**src/rtl/cpu_pkg.sv**
```systemverilog
// Shared definitions for the mini CPU execute/writeback slice: opcodes,
// default widths and the execute FSM encoding.
package cpu_pkg;
  localparam int DATA_W_DEF = 16;
  localparam int ADDR_W_DEF = 2;
  localparam int IMM_W      = 8;

  localparam logic [3:0] OP_ADD = 4'h0;
  localparam logic [3:0] OP_SUB = 4'h1;
  localparam logic [3:0] OP_AND = 4'h2;
  localparam logic [3:0] OP_OR  = 4'h3;
  localparam logic [3:0] OP_NOT = 4'h4;
  localparam logic [3:0] OP_SHL = 4'h5;
  localparam logic [3:0] OP_SHR = 4'h6;
  localparam logic [3:0] OP_ADI = 4'h7;
  localparam logic [3:0] OP_LHI = 4'h8;
  localparam logic [3:0] OP_MUL = 4'h9;
  localparam logic [3:0] OP_NOP = 4'hF;

  typedef enum logic {
    S_IDLE     = 1'b0,
    S_MUL_BUSY = 1'b1
  } state_t;

  // Single-cycle ALU ops occupy the contiguous low opcode range.
  function automatic logic is_alu_op(input logic [3:0] op);
    return op <= OP_LHI;
  endfunction
endpackage

```
**src/rtl/exec_wb_stage_if.sv**
```systemverilog
// Decode-issue handshake plus register-file read/write ports of the execute stage.
interface exec_wb_stage_if
  import cpu_pkg::*;
#(
  parameter int DATA_W = DATA_W_DEF,
  parameter int ADDR_W = ADDR_W_DEF
);
  logic              in_valid;
  logic              in_ready;
  logic [3:0]        in_op;
  logic [ADDR_W-1:0] in_rs;
  logic [ADDR_W-1:0] in_rt;
  logic [ADDR_W-1:0] in_rd;
  logic [IMM_W-1:0]  in_imm;
  logic [ADDR_W-1:0] rf_addr1;
  logic [ADDR_W-1:0] rf_addr2;
  logic [DATA_W-1:0] rf_data1;
  logic [DATA_W-1:0] rf_data2;
  logic              rf_write;
  logic [ADDR_W-1:0] rf_addr3;
  logic [DATA_W-1:0] rf_data3;

  modport master (
    output in_valid, in_op, in_rs, in_rt, in_rd, in_imm, rf_data1, rf_data2,
    input  in_ready, rf_addr1, rf_addr2, rf_write, rf_addr3, rf_data3
  );
  modport slave (
    input  in_valid, in_op, in_rs, in_rt, in_rd, in_imm, rf_data1, rf_data2,
    output in_ready, rf_addr1, rf_addr2, rf_write, rf_addr3, rf_data3
  );
endinterface

```
**src/rtl/seq_mul.sv**
```systemverilog
// Sequential shift-add multiplier returning the low DATA_W bits of a*b
// after MUL_CYCLES iterations; done is asserted during the final iteration.
module seq_mul
  import cpu_pkg::*;
#(
  parameter int DATA_W     = DATA_W_DEF,
  parameter int MUL_CYCLES = DATA_W
) (
  input  logic              clk,
  input  logic              reset,
  input  logic              start,
  input  logic [DATA_W-1:0] a,
  input  logic [DATA_W-1:0] b,
  output logic              busy,
  output logic              done,
  output logic [DATA_W-1:0] product
);
  localparam int CNT_W = $clog2(MUL_CYCLES + 1);

  logic [DATA_W-1:0] mcand, mplier, acc, acc_nxt;
  logic [CNT_W-1:0]  cnt;

  assign acc_nxt = mplier[0] ? acc + mcand : acc;
  assign done    = busy && (cnt == CNT_W'(MUL_CYCLES - 1));
  // Product is taken combinationally so the last partial sum lands in WB
  // on the same edge that ends the multiply.
  assign product = acc_nxt;

  always_ff @(posedge clk) begin
    if (reset) begin
      busy   <= 1'b0;
      cnt    <= '0;
      mcand  <= '0;
      mplier <= '0;
      acc    <= '0;
    end else if (start && !busy) begin
      busy   <= 1'b1;
      cnt    <= '0;
      mcand  <= a;
      mplier <= b;
      acc    <= '0;
    end else if (busy) begin
      acc    <= acc_nxt;
      mcand  <= mcand << 1;
      mplier <= mplier >> 1;
      cnt    <= cnt + 1'b1;
      if (done) busy <= 1'b0;
    end
  end
endmodule

```
**src/rtl/exec_wb_stage.sv**
```systemverilog
// Execute + writeback stage: operand forwarding, ALU, multicycle MUL FSM,
// single writeback register driving the RF write port, flags and retire counter.
module exec_wb_stage
  import cpu_pkg::*;
#(
  parameter int DATA_W     = DATA_W_DEF,
  parameter int ADDR_W     = ADDR_W_DEF,
  parameter int MUL_CYCLES = DATA_W
) (
  input  logic           clk,
  input  logic           reset,
  exec_wb_stage_if.slave bus,
  output logic           zero_flag,
  output logic           carry_flag,
  output logic [15:0]    retired_cnt
);
  state_t            state;
  logic              accept, mul_start, mul_busy, mul_done;
  logic [DATA_W-1:0] op_a, op_b, imm_sx, alu_res, mul_prod;
  logic [DATA_W:0]   sum;
  logic              alu_carry;
  logic              wb_valid, wb_load, wb_carry_nxt;
  logic [ADDR_W-1:0] wb_rd, wb_rd_nxt, mul_rd;
  logic [DATA_W-1:0] wb_data, wb_data_nxt;

  assign bus.in_ready = (state == S_IDLE) && !mul_busy;
  assign accept       = bus.in_valid && bus.in_ready;
  assign mul_start    = accept && (bus.in_op == OP_MUL);

  assign bus.rf_addr1 = bus.in_rs;
  assign bus.rf_addr2 = bus.in_rt;
  assign bus.rf_write = wb_valid;
  assign bus.rf_addr3 = wb_rd;
  assign bus.rf_data3 = wb_data;

  // The RF only commits WB at the end of this cycle, so a pending write wins.
  assign op_a   = (wb_valid && wb_rd == bus.in_rs) ? wb_data : bus.rf_data1;
  assign op_b   = (wb_valid && wb_rd == bus.in_rt) ? wb_data : bus.rf_data2;
  assign imm_sx = {{(DATA_W-IMM_W){bus.in_imm[IMM_W-1]}}, bus.in_imm};

  always_comb begin
    sum       = '0;
    alu_res   = '0;
    alu_carry = 1'b0;
    case (bus.in_op)
      OP_ADD: begin
        sum       = {1'b0, op_a} + {1'b0, op_b};
        alu_res   = sum[DATA_W-1:0];
        alu_carry = sum[DATA_W];
      end
      OP_SUB: begin
        sum       = {1'b0, op_a} + {1'b0, ~op_b} + 1'b1;
        alu_res   = sum[DATA_W-1:0];
        alu_carry = ~sum[DATA_W];
      end
      OP_AND: alu_res = op_a & op_b;
      OP_OR:  alu_res = op_a | op_b;
      OP_NOT: alu_res = ~op_a;
      OP_SHL: alu_res = op_a << op_b[3:0];
      OP_SHR: alu_res = op_a >> op_b[3:0];
      OP_ADI: begin
        sum       = {1'b0, op_a} + {1'b0, imm_sx};
        alu_res   = sum[DATA_W-1:0];
        alu_carry = sum[DATA_W];
      end
      OP_LHI: alu_res = DATA_W'({bus.in_imm, 8'h00});
      default: ;
    endcase
  end

  always_comb begin
    wb_load      = 1'b0;
    wb_rd_nxt    = bus.in_rd;
    wb_data_nxt  = alu_res;
    wb_carry_nxt = alu_carry;
    if (state == S_MUL_BUSY) begin
      wb_load      = mul_done;
      wb_rd_nxt    = mul_rd;
      wb_data_nxt  = mul_prod;
      wb_carry_nxt = 1'b0;
    end else if (accept && is_alu_op(bus.in_op)) begin
      wb_load = 1'b1;
    end
  end

  always_ff @(posedge clk) begin
    if (reset) begin
      state       <= S_IDLE;
      mul_rd      <= '0;
      wb_valid    <= 1'b0;
      wb_rd       <= '0;
      wb_data     <= '0;
      zero_flag   <= 1'b0;
      carry_flag  <= 1'b0;
      retired_cnt <= '0;
    end else begin
      wb_valid <= wb_load;
      if (wb_load) begin
        wb_rd       <= wb_rd_nxt;
        wb_data     <= wb_data_nxt;
        zero_flag   <= (wb_data_nxt == '0);
        carry_flag  <= wb_carry_nxt;
        retired_cnt <= retired_cnt + 16'd1;
      end
      case (state)
        S_IDLE: if (mul_start) begin
          state  <= S_MUL_BUSY;
          mul_rd <= bus.in_rd;
        end
        S_MUL_BUSY: if (mul_done) state <= S_IDLE;
      endcase
    end
  end

  seq_mul #(
    .DATA_W    (DATA_W),
    .MUL_CYCLES(MUL_CYCLES)
  ) u_mul (
    .clk    (clk),
    .reset  (reset),
    .start  (mul_start),
    .a      (op_a),
    .b      (op_b),
    .busy   (mul_busy),
    .done   (mul_done),
    .product(mul_prod)
  );
endmodule

```
**src/flat_wrapper.sv**
```systemverilog
// flat-port wrapper written by rule: the top's interface ports become plain ports
module exec_wb_stage_flat import cpu_pkg::*;
#(
  parameter int DATA_W     = DATA_W_DEF,
  parameter int ADDR_W     = ADDR_W_DEF,
  parameter int MUL_CYCLES = DATA_W
)
  (clk, reset, zero_flag, carry_flag, retired_cnt, bus_in_valid, bus_in_op, bus_in_rs, bus_in_rt, bus_in_rd, bus_in_imm, bus_rf_data1, bus_rf_data2, bus_in_ready, bus_rf_addr1, bus_rf_addr2, bus_rf_write, bus_rf_addr3, bus_rf_data3);
  exec_wb_stage_if #(.DATA_W(DATA_W), .ADDR_W(ADDR_W)) bus_i ();
  input  logic clk;
  input  logic reset;
  output logic zero_flag;
  output logic carry_flag;
  output logic [15:0] retired_cnt;
  input wire logic [$bits(bus_i.in_valid)-1:0] bus_in_valid;
  input wire logic [$bits(bus_i.in_op)-1:0] bus_in_op;
  input wire logic [$bits(bus_i.in_rs)-1:0] bus_in_rs;
  input wire logic [$bits(bus_i.in_rt)-1:0] bus_in_rt;
  input wire logic [$bits(bus_i.in_rd)-1:0] bus_in_rd;
  input wire logic [$bits(bus_i.in_imm)-1:0] bus_in_imm;
  input wire logic [$bits(bus_i.rf_data1)-1:0] bus_rf_data1;
  input wire logic [$bits(bus_i.rf_data2)-1:0] bus_rf_data2;
  output wire logic [$bits(bus_i.in_ready)-1:0] bus_in_ready;
  output wire logic [$bits(bus_i.rf_addr1)-1:0] bus_rf_addr1;
  output wire logic [$bits(bus_i.rf_addr2)-1:0] bus_rf_addr2;
  output wire logic [$bits(bus_i.rf_write)-1:0] bus_rf_write;
  output wire logic [$bits(bus_i.rf_addr3)-1:0] bus_rf_addr3;
  output wire logic [$bits(bus_i.rf_data3)-1:0] bus_rf_data3;
  assign bus_i.in_valid = bus_in_valid;
  assign bus_i.in_op = bus_in_op;
  assign bus_i.in_rs = bus_in_rs;
  assign bus_i.in_rt = bus_in_rt;
  assign bus_i.in_rd = bus_in_rd;
  assign bus_i.in_imm = bus_in_imm;
  assign bus_i.rf_data1 = bus_rf_data1;
  assign bus_i.rf_data2 = bus_rf_data2;
  assign bus_in_ready = bus_i.in_ready;
  assign bus_rf_addr1 = bus_i.rf_addr1;
  assign bus_rf_addr2 = bus_i.rf_addr2;
  assign bus_rf_write = bus_i.rf_write;
  assign bus_rf_addr3 = bus_i.rf_addr3;
  assign bus_rf_data3 = bus_i.rf_data3;
  exec_wb_stage #(.DATA_W(DATA_W), .ADDR_W(ADDR_W), .MUL_CYCLES(MUL_CYCLES)) u_core (.clk(clk), .reset(reset), .bus(bus_i), .zero_flag(zero_flag), .carry_flag(carry_flag), .retired_cnt(retired_cnt));
endmodule
```
**config.mk**
```make
export PLATFORM = sky130hd
export DESIGN_NAME = exec_wb_stage_flat
export DESIGN_NICKNAME = d
export VERILOG_FILES = /design/src/rtl/cpu_pkg.sv /design/src/rtl/exec_wb_stage_if.sv /design/src/rtl/seq_mul.sv /design/src/rtl/exec_wb_stage.sv /design/src/flat_wrapper.sv
export SDC_FILE = /design/constraint.sdc
export NUM_CORES = 1
export LEC_CHECK = 0
export CAP_MARGIN = 15
export CORE_AREA = 2 2 171 173
export CTS_CLUSTER_DIAMETER = 200
export CTS_CLUSTER_SIZE = 30
export DETAILED_ROUTE_END_ITERATION = 12
export DIE_AREA = 0 0 173 175
export MAX_ROUTING_LAYER = met4
export SETUP_SLACK_MARGIN = 0.4
export SLEW_MARGIN = 15
export SYNTH_ARGS = -nofsm -noshare
export SYNTH_HDL_FRONTEND = slang
export SYNTH_SLANG_ARGS = --single-unit
```
**constraint.sdc**
```tcl
create_clock -name clk -period 7.2 [get_ports clk]
set_clock_uncertainty 0.2 [all_clocks]
set_input_delay 0.72 -clock clk [delete_from_list [all_inputs] [get_ports clk]]
set_output_delay 0.72 -clock clk [all_outputs]
set_load 0.1 [all_outputs]
```
# Word level (Yosys, flattened, before mapping)
# Cells that the tools add are included.
[totals]
elab_cells = 74
regBits = 94
[op_classes]
shift = 2
n_eq_ne = 12
n_lt_le_gt_ge = 1
n_addsub = 7
n_mux = 19
n_bitwise = 6
n_reduce_logical = 14
[ops]
columns = ["operator", "count"]
rows = [
  ["$pmux W16 S9", 1],
  ["$mux W16", 8],
  ["$add A16 B16 Y17", 3],
  ["$not A16 Y16", 2],
  ["$add A17 B1 Y17 const B", 1],
  ["$add A16 B1 Y16 const B", 1],
  ["$add A16 B16 Y16", 1],
  ["$and A16 B16 Y16", 1],
  ["$eq A4 B3 Y1 const B", 4],
  ["$logic_not A16 Y1", 1],
  ["$or A16 B16 Y16", 1],
  ["$shl A16 B4 Y16", 1],
  ["$shr A16 B4 Y16", 1],
  ["$eq A4 B2 Y1 const B", 2],
  ["$eq A4 B4 Y1 const B", 2],
  ["$logic_and A1 B1 Y1", 8],
  ["$mux W1", 7],
  ["$add A5 B1 Y5 const B", 1],
  ["$eq A5 B4 Y1 const B", 1],
  ["$eq A2 B2 Y1", 2],
  ["$eq A4 B1 Y1 const B", 1],
  ["$le A4 B4 Y1 const B", 1],
  ["$logic_not A4 Y1", 1],
  ["$pmux W1 S3", 1],
  ["7 further kinds", 8],
]

# Depth between registers and ports, before layout
[depth]
depth_word = 9
depth_mapped = 21
depth_no_buf = 19

# Cells and area by module
# Synthesis repeated with hierarchy kept, for this count alone.
[unflattened]
cells_unflattened = 1472
hier_area_um2 = 10821.6
[by_module_without_submodules]
columns = ["module", "cells_per_inst", "area_per_inst_um2", "instances", "seq_area_each_um2"]
rows = [
  ["exec_wb_stage", 1093, 7692.4, 1, 800.8],
  ["seq_mul", 379, 3129.3, 1, 1081.0],
]

# Worst setup path before layout
# Ideal clock, no wire load.
[synth_path]
kind = "flip-flop to flip-flop"
start = "register u_core.wb_rd[0], in the netlist u_core.bus.rf_addr3[0]"
end = "register u_core.zero_flag"
arrival_ns = 5.221
setup_time_ns = 0.084
slack_ns = 1.694
path_stages_with_launch = 20
synth_period_minus_slack_ns = 5.506
path_cell_list = "dfxtp_1 > buf_6 > xor2_1 > o31ai_1 > nand2_1 > clkbuf_1 > clkbuf_1 > ha_1 > inv_1 > fa_1 > a221o_1 > a221o_1 > a21oi_1 > o211ai_1 > a221o_1 > nor4_2 > nand4b_1 > nor4_1 > nand4_1 > o31ai_2"
[synth_via]
elab_chain_cells = 9
word_cells_on_any_way = 19
classes_between = "add/sub: 4; eq/ne: 2; shift: 2; mux: 4; bitwise: 4; reduce/logical: 3"
[synth_rtl]
columns = ["item", "line_no", "rtl"]
rows = [
  ["start, declared", "exec_wb_stage.sv:23", "logic [ADDR_W-1:0] wb_rd, wb_rd_nxt, mul_rd;"],
  ["start signal, assigned", "exec_wb_stage.sv:99", "wb_rd <= wb_rd_nxt;"],
  ["$eq A2 B2 Y1", "exec_wb_stage.sv:38", "assign op_b = (wb_valid && wb_rd == bus.in_rt) ? wb_data : bus.rf_data2;"],
  ["$logic_and A1 B1 Y1", "exec_wb_stage.sv:38", ""],
  ["$mux W16", "exec_wb_stage.sv:38", ""],
  ["$not A16 Y16", "exec_wb_stage.sv:52", "sum = {1'b0, op_a} + {1'b0, ~op_b} + 1'b1;"],
  ["$add A16 B16 Y17", "exec_wb_stage.sv:52", ""],
  ["$add A17 B1 Y17", "exec_wb_stage.sv:52", ""],
  ["$pmux W16 S9 (*)", "exec_wb_stage.sv:45", "case (bus.in_op)"],
  ["$mux W16 (*)", "exec_wb_stage.sv:76", "if (state == S_MUL_BUSY) begin"],
  ["$logic_not A16 Y1 (*)", "exec_wb_stage.sv:101", "zero_flag <= (wb_data_nxt == '0);"],
  ["end signal, assigned", "exec_wb_stage.sv:101", ""],
  ["end, declared", "exec_wb_stage.sv:13", "output logic zero_flag,"],
]
# Mark *: on every way between the ends. The rest lies on a longest branch, timed or not.
# A chain may end at the register's enable or synchronous reset.

# Final worst setup path
[layout_path]
start = "input port bus_in_rs[1]"
end = "register u_core.wb_data[14], in the netlist u_core.bus.rf_data3[14]"
[layout_via]
elab_chain_cells = 7
word_cells_on_any_way = 14
classes_between = "add/sub: 4; eq/ne: 1; shift: 2; mux: 3; bitwise: 3; reduce/logical: 1"
[layout_rtl]
columns = ["item", "line_no", "rtl"]
rows = [
  ["start, declared", "flat_wrapper.sv:17", "input wire logic [$bits(bus_i.in_rs)-1:0] bus_in_rs;"],
  ["$eq A2 B2 Y1 (*)", "exec_wb_stage.sv:37", "assign op_a = (wb_valid && wb_rd == bus.in_rs) ? wb_data : bus.rf_data1;"],
  ["$logic_and A1 B1 Y1 (*)", "exec_wb_stage.sv:37", ""],
  ["$mux W16 (*)", "exec_wb_stage.sv:37", ""],
  ["$add A16 B16 Y17", "exec_wb_stage.sv:52", ""],
  ["$add A17 B1 Y17", "exec_wb_stage.sv:52", ""],
  ["$pmux W16 S9 (*)", "exec_wb_stage.sv:45", ""],
  ["$mux W16 (*)", "exec_wb_stage.sv:76", ""],
  ["end signal, assigned", "exec_wb_stage.sv:100", "wb_data <= wb_data_nxt;"],
  ["end, declared", "exec_wb_stage.sv:24", "logic [DATA_W-1:0] wb_data, wb_data_nxt;"],
]
# Marks and branches as above.

==> results_dict.tcl <==
set metrics [dict create \
    status "finished, final reports clean" \
    async_reset_ff_share_pct 0 \
    r2r_cells 18 \
    cts_hold_buf 0 \
    start_util_pct 34.4 \
    coreArea_um2 28400 \
    layout.nets 1471 \
    critPathCaptureType "flip-flop" \
    critPathLaunchType "input pin" \
    place_ws_ps 776 \
    cts_made_buffers 9 \
    critPathKind "in -> reg" \
    antenna_cells 0 \
    syn_inst 1272 \
    synth_area_leader_cell "dfxtp_1" \
    cp.arrival_ps 6250 \
    timing.final.crit_share_pct 86.3 \
    place_hpwl_mm 30.3 \
    ant_nets 0 \
    final_area_um2 11400 \
    min_path_cells 2 \
    synth-edff-count 0 \
    synth_top_family_by_area "compound AO/OA/AOI/OAI gates" \
    layout_min_cycle_time_ps 6210 \
    synth_warnings 0 \
    final_core_util_pct 40.1 \
    cts.sinks 94 \
    cts_htree_levels 3 \
    firstDrtPassIters 5 \
    port_buffers 94 \
    synth.distinct_cells 83 \
    drv_slew 0 \
    grt_max_degree 64 \
    crit_start "bus_in_rs[1]" \
    register_area_um2 1880 \
    routedWlPerCell_um 22.9 \
    synthesis.area_um2 9780 \
    r2r_start "u_core.bus.rf_addr3[1]" \
    synth-compound-area-share_pct 28.9 \
    grt_pass1_vias 9723 \
    clk_pin_slew_ps 70 \
    seq_area_frac_synth_pct 19.2 \
    synthAdderAreaFrac_pct 11.7 \
    synth_top_area_share_pct 19.2 \
    dp.cells 1701 \
    synth_ff_type "dfxtp_1" \
    vias 10200 \
    fmax_mhz 161 \
    setup-violations-final 0 \
    placed_cell_area_um2 11100 \
    synthXorXnorAreaFrac_pct 6.15 \
    finalSetupTns_ps 0 \
    p_leak_nw 4.55 \
    grt_remaining_overflow 0 \
    cts_root_buf "clkbuf_16" \
    n_fill_cell 2980 \
    stdcell_count 1716 \
    crit_fanout 15 \
    worst_pin_slew_ps 1100 \
    hold_end "u_core.mul_rd[0]" \
    fp.dieArea_um2 30300 \
    rows 62 \
    fp.dieW_um 173 \
    multi_input_area_um2 7330 \
    synth_seq_cells 94 \
    postCtsSetupBuffers 0 \
    cp_data_required_time_ps 7240 \
    regToRegEndpoint "u_core.bus.rf_data3[14]" \
    vias_per_cell 5.95 \
    grt_pass1_wl_mm 59.6 \
    drc_errors 0 \
    antenna_found_initial 0 \
    drive_gt1_share_pct 7.88 \
    clkLatencyLatePin_ps 350 \
    yosys.area_share.simple_pct 18.5 \
    cts_resized 0 \
    finalHoldViolCount 0 \
    tritoncts "done" \
    p_per_area_nw_per_um2 157 \
    slew-limit-headroom_pct 26.4 \
    hp-class "reg -> reg" \
    holdCritStartpoint "u_core.mul_rd[0]" \
    rsz0062_at_grt "no" \
    place.gp.congestion 1.06 \
    first_iter_violations 939 \
    max_cap_viol_count 0 \
    synth_nets 1415 \
    setup_ws_ps 989 \
    io_pins 95 \
    wirelength_mm 39.3 \
    yosys-mux-area-fraction_pct 9.57 \
    ff2ff_setup_slack_ps 1410 \
    syn_avg_cell_area_um2 7.69 \
    clock_path_buffers 2 \
    ir_worst_vdd_mv 0.108 \
    die_h_um 175 \
    synthToLayoutAreaGrowth_pct 16.4 \
    synthTopCellsByArea "dfxtp_1 19%, ha_1 11%, nor2_1 5.4%, a211oi_1 5.2%, a21oi_1 5.0%" \
    grt_usage_pct 26.0 \
]
==> through the flow <==
step / hold slack, ps / total power [mW]
6_report: 256 / 1.78
2_1_floorplan: 236 / 1.03
3_5_place_dp: 248 / 1.25
4_1_cts: 258 / 1.78
5_1_grt: 300 / 1.86
3_3_place_gp: 243 / 1.24
==> per-layer routing <==
layer	up-vias	GRT usage [%]	routed length [um]
li1	4803	-	-
met1	4796	33.4	17000
met2	513	40.3	17300
met3	90	4.24	3090
met4	0	11.4	1880
met5	-	-	0
==> final cells by class <==
cell class                 count  share of cell area, %
sequential                    94                   16.5
inverter                      58                   1.91
timing repair buffer         123                   10.1
multi-input combinational   1042                   64.4
tap                          384                   4.22
clock inverter                 5                  0.736
clock buffer                  10                   2.10
==> kinds of logic (layout without fill, tap and decap cells) <==
| family | count (synthesis) | after routing |
|---|---|---|
| and+or+nand+nor | 395 | 395 |
| adders and majority gates | 90 | 90 |
| xor gates and xnor gates | 67 | 67 |
| DFF | 94 | 94 |
| muxes | 81 | 81 |
| AOI/OAI and AO/OA | 409 | 409 |
| buffers and inverters | 136 | 196 |
==> critical path, stage by stage <==
cell             delay, ps
clkdlybuf4s50_1        480
xnor2_2                270
nand3_4                370
mux2i_1                710
inv_1                  210
ha_1                   280
fa_1                   450
a21o_1                 180
a21oi_1                240
o21a_1                 190
o21ai_0                160
a2111oi_0              730
o31ai_1                250
xnor2_1                190
o22ai_1                 90
nor3_1                 150
o21ai_0                110
a22o_1                 250
o21ba_2                200
==> worst max-delay path by stage <==
stage	to	slack, ps	cells after the start
2_1_floorplan	u_core.zero_flag	1690	19
3_3_place_gp	u_core.zero_flag	870	19
3_5_place_dp	u_core.bus.rf_data3[14]	780	19
4_1_cts	u_core.bus.rf_data3[14]	1110	19
5_1_grt	u_core.bus.rf_data3[14]	570	19
6_report	u_core.bus.rf_data3[14]	990	19
==> placed cells by master (no fill, tap or decap), types with 15 or more instances in the layout <==
cell / synthesis / routed
clkdlybuf4s50_1: 0 / 93
a21oi_1: 97 / 97
nand3_1: 23 / 23
a21o_1: 15 / 15
o211ai_1: 17 / 17
xor2_1: 28 / 28
nor3_1: 23 / 23
xnor2_1: 37 / 37
ha_1: 87 / 87
a31oi_1: 16 / 16
buf_4: 5 / 29
nor2_1: 141 / 141
nand2_1: 115 / 115
o221ai_1: 16 / 16
mux2i_1: 45 / 45
o21ai_0: 51 / 50
nor2b_1: 24 / 24
inv_1: 51 / 51
mux2_2: 24 / 24
a211oi_1: 68 / 68
dfxtp_1: 94 / 93
==> cell usage after synthesis, drive strengths merged, types with 10 or more instances <==
library cell  instances
ha                   87
a21o                 15
xor2                 28
nor3                 23
nor2b                24
nand4                10
nand2               115
a211oi               68
o31ai                12
a21oi                97
xnor2                39
a31oi                16
o211ai               17
mux2i                53
buf                  22
and3                 14
mux2                 25
nand2b               12
nor2                141
o22ai                14
inv                  57
clkbuf               56
dfxtp                94
o21ai                53
o21bai               11
nand3                24
o221ai               16
==> state kept, by name, summed over array words and instances (netlist names), 2 cells and up <==
name / flops
u_core.bus.rf_data3: 16
u_core.u_mul.mplier: 16
u_core.mul_rd: 2
u_core.bus.rf_addr3: 2
u_core.u_mul.acc: 16
u_core.u_mul.cnt: 5
u_core.u_mul.mcand: 16
u_core.retired_cnt: 16
==> power breakdown <==
part | internal (mW) | switching (mW)
combinational | 0.245 | 0.453
sequential | 0.535 | 0.0196
clock | 0.313 | 0.219
total | 1.09 | 0.692
Note: power is estimated with default switching activity, not from simulation.
